$ cat src/rtl/ring_counter_param.sv
// Parametrised ring / Johnson shift counter with direction, enable, parallel load and a wrap pulse.
// Optional illegal-state recovery is compiled in with `define SELF_CORRECT_EN.
module ring_counter_param #(
    parameter int               WIDTH = 4,
    parameter logic [WIDTH-1:0] INIT  = {{(WIDTH-1){1'b0}}, 1'b1}
) (
    input  logic             clk,
    input  logic             rst,
    input  logic             en,
    input  logic             mode,
    input  logic             dir,
    input  logic             load,
    input  logic [WIDTH-1:0] load_val,
    output logic [WIDTH-1:0] Q,
    output logic             wrap,
    output logic             err
);

    logic [WIDTH-1:0] q_q, q_d;
    logic [WIDTH-1:0] shift_d;
    logic             wrap_q, wrap_d;
    logic             err_q, err_d;
    logic             illegal;

    always_comb begin
        shift_d = q_q;
        case ({mode, dir})
            2'b00:   shift_d = {q_q[WIDTH-2:0], q_q[WIDTH-1]};
            2'b01:   shift_d = {q_q[0], q_q[WIDTH-1:1]};
            2'b10:   shift_d = {q_q[WIDTH-2:0], ~q_q[WIDTH-1]};
            default: shift_d = {~q_q[0], q_q[WIDTH-1:1]};
        endcase
    end

`ifdef SELF_CORRECT_EN
    // A legal Johnson code is a thermometer code: at most one adjacent-bit transition.
    logic [WIDTH-2:0] edge_w;
    generate
        for (genvar gi = 0; gi < WIDTH-1; gi++) begin : g_edge
            assign edge_w[gi] = q_q[gi] ^ q_q[gi+1];
        end
    endgenerate

    always_comb begin
        illegal = 1'b0;
        if (mode)
            illegal = ($countones(edge_w) > 1);
        else
            illegal = ($countones(q_q) != 1);
    end
`else
    assign illegal = 1'b0;
`endif

    always_comb begin
        q_d    = q_q;
        wrap_d = 1'b0;
        err_d  = 1'b0;
        if (load) begin
            q_d = load_val;
        end else if (illegal) begin
            q_d   = INIT;
            err_d = 1'b1;
        end else if (en) begin
            q_d    = shift_d;
            wrap_d = (shift_d == INIT);
        end
    end

    always_ff @(posedge clk or negedge rst) begin
        if (!rst) begin
            q_q    <= INIT;
            wrap_q <= 1'b0;
            err_q  <= 1'b0;
        end else begin
            q_q    <= q_d;
            wrap_q <= wrap_d;
            err_q  <= err_d;
        end
    end

    assign Q    = q_q;
    assign wrap = wrap_q;
`ifdef SELF_CORRECT_EN
    assign err  = err_q;
`else
    assign err  = 1'b0;
`endif

endmodule

$ cat config.mk
export PLATFORM = sky130hd
export DESIGN_NAME = ring_counter_param
export DESIGN_NICKNAME = d
export VERILOG_FILES = /design/src/rtl/ring_counter_param.sv
export SDC_FILE = /design/constraint.sdc
export NUM_CORES = 1
export LEC_CHECK = 0
export CAP_MARGIN = 20
export CORE_AREA = 2 2 39 41
export DETAILED_ROUTE_END_ITERATION = 7
export DIE_AREA = 0 0 41 43
export GPL_TIMING_DRIVEN = 0
export MAX_ROUTING_LAYER = met4
export PLACE_DENSITY = 0.59
export RECOVER_POWER = 100
export SLEW_MARGIN = 10
export SYNTH_ARGS = -nofsm -noshare
export SYNTH_HDL_FRONTEND = slang
export SYNTH_SLANG_ARGS = --single-unit
$ cat constraint.sdc
create_clock -name clk -period 1 [get_ports clk]
set_input_delay 0.1 -clock clk [delete_from_list [all_inputs] [get_ports clk]]
set_output_delay 0.1 -clock clk [all_outputs]
set_load 0.03 [all_outputs]
==> run summary, run 1 <==
Syn_nets - 44
Async SR Flop Fraction - 1.00
# rows - 14
Chip Width - 41 um
Initial DRC Count - 1
Initial Utilization - 0.227
Cell area after synthesis - 314 sq um
Pwr dens - 1410 nW/um^2
RR Endpoint - wrap$_DFF_PN0_
Io pins - 16
Pre-CTS WS - -406 ps
Worst Setup Path Type - reg2reg
Die ar. - 1760 sq um
Sink Count - 5
Fin Setup TNS - -168 ps
Crit path cell chain - xnor2_2 > a31oi_1 > nor3_1
Congestion Overflow GR - 0
Reg power frac - 0.375
Logic pwr share - 0.291
First-pass GRT wire length - 1.15 mm
Chip Height - 43 um
Fin crit share - 1.08
CP Depth - 3
Max-slew violation count - 0
Setup violations, final - 3
Worst flop-to-flop path startpoint - Q[0]$_DFFE_PN1P_
GRT Util Overall - 0.104
Clk pwr share - 0.335
Psw - 205 uW
Multi-input logic area - 181 sq um
P_leak - 0.000220 uW
Syn Inst Count - 34
CP Max Fanout - 5
CTS hold repair buffers - 0
Port Buffers - 12
Hold Worst Slack - 125 ps
Clk_skew - 3.49 ps
Final HPWL DP - 545 um
Largest net degree at the start of global routing - 10
Crit path DAT - 1220 ps
# DRC - 0
Skew-Pair Late Insertion Delay - 240 ps
Critical Path End - wrap$_DFF_PN0_
Syn avg cell area - 9.24 sq um
Crit path capture type - flop
Layout cells sized above 1 - 0.360
Routability congestion estimate - 0.684
Post-synth cell types - 21
Antenna violations before repair - 0
# Max-Cap Violations - 0
Tightest Hold Check Type - in2reg
Reg-to-reg slack, setup - -80 ps
Post-synthesis sequential area ratio - 0.402
Internal Pwr Total - 471 uW
Vias in the first global route - 275
CTS tree - yes
Total wire length - 675 um
Post-route insts no fill - 66
Post-synth EDFFs - 0
Vias per cell - 4.42
H-Tree Level Count - 1
Yosys reg bits - 5
Yosys warnings - 0
Final Hold Violating Endpoints - 0
Worst vdd ir - 0.000533 V
Filler cell count - 148
Fmax - 930 MHz
Area grow syn2layout - 53.0%
Final Critical Period - 1080 ps
Failing checks - negative setup slack
Root buffer cell - clkbuf_4
Startpoint class of the critical path - flop
Placed insts - 62
Most used DFF post-synth - dfrtp_1
Routed len/inst - 10.2 um
Placed Area - 469 sq um
Slowest-stage cell, CP - dfstp_2
Max stage delay on crit path - 580 ps
Status - complete, but fails checks
Pre-antenna DRT Iters - 2
Unrepaired setup endpoints after global routing - true
Ant. Diodes - 0
Final worst slack - -75.2 ps
Clock Path Buffers - 2
Core area - 1380 sq um
FF-to-FF path depth - 3
Crit path from - Q[0]$_DFFE_PN1P_
CP delay by family, top - flip-flops
Via count - 292
Routed Antenna Nets - 0
Register area - 129 sq um
TritonCTS Buffers - 3
Net Sw Frac - 0.303
Design area - 480 sq um
CP Buf/Inv Count - 0
# nets final - 61
WP data required - 1140 ps
Clock transition at path regs - 40 ps
synth_stat cells, types with 2 or more instances:
master,count,area (sq um)
nor2_1,3,11.3
a21o_1,2,15.0
nor3b_1,2,15.0
a31oi_1,2,12.5
mux2i_1,2,20.0
nor3_1,2,10.0
a211oi_1,2,15.0
nand2_1,2,7.51
buf_4,2,15.0
dfrtp_1,4,100
sequential cells by signal (all words and copies together) (netlist names):
register  flops
wrap          1
Q             4
cell type report:
type                       instances  share of cell area
inverter                           1             0.00781
multi-input combinational         25               0.378
sequential                         5               0.268
buffer                             3              0.0417
tap                               16              0.0417
timing repair buffer              12               0.208
clock buffer                       4              0.0547
cells in the final DEF, fill, tap and decap left out:
cell type	n
a21o_1	2
mux2i_1	2
o31a_1	1
nor2b_2	1
o211ai_1	1
dfstp_2	1
nor3_1	2
xor2_1	1
clkdlybuf4s50_1	5
a211oi_2	1
xnor2_2	1
nor3b_1	1
dlygate4sd2_1	1
clkbuf_2	2
clkbuf_4	3
dlygate4sd3_1	1
conb_1	1
buf_2	3
clkbuf_1	1
a31oi_1	2
buf_6	1
dfrtp_2	2
nand2_1	2
nand2b_1	1
buf_4	2
a21oi_1	1
nor2_1	3
dfrtp_1	2
inv_1	1
a211oi_1	1
nor3b_2	1
metal layers:
metal	track usage	wire, um
met5	-	0
met4	0.100	10
met3	0.0157	53
met2	0.131	295
met1	0.131	316
cell families after synthesis:
logic type / synth area share
muxes: 0.0637
xor gates and xnor gates: 0.0558
DFF: 0.402
buffers and inverters: 0.0757
AOI/OAI and AO/OA: 0.203
other: 0.0119
and+or+nand+nor: 0.187
power groups by stage:
stage | clock network [uW] | registers, uW | logic [uW]
finish | 226 | 253 | 196
global route | 248 | 258 | 214
CTS | 241 | 254 | 200
detailed placement | 0 | 256 | 210
global placement | 0 | 257 | 207
floorplan | 0 | 290 | 85.8
worst min-delay path by stage:
stage | startpoint | endpoint | slack, ps | depth (start not counted)
4_1_cts | rst | wrap$_DFF_PN0_ | 80 | 1
3_5_place_dp | rst | wrap$_DFF_PN0_ | 340 | 1
5_1_grt | dir | Q[3]$_DFFE_PN0P_ | 150 | 2
3_3_place_gp | rst | wrap$_DFF_PN0_ | 340 | 1
6_report | dir | Q[3]$_DFFE_PN0P_ | 130 | 2
2_1_floorplan | rst | Q[1]$_DFFE_PN0P_ | -200 | 0
repair_timing:
item / 4_1_cts / 5_1_grt
pin swaps: 0 / 1
resized for setup: 27 / 2
setup buffers: 0 / 0
endpoints found under the setup margin: 9 / 7
metrics by stage:
stage                util  power [uW]
detailed placement  0.339         466
finish              0.347         675
floorplan               -         375
CTS                 0.352         695
global route        0.347         720
global placement    0.339         464
(Power assumes the default switching activity.)
==> inputs of run 2 (changes only) <==
- SLEW_MARGIN: 10 -> 20
==> results of run 2 <==
Final layout, timing and power as in run 1 (identical DEF).
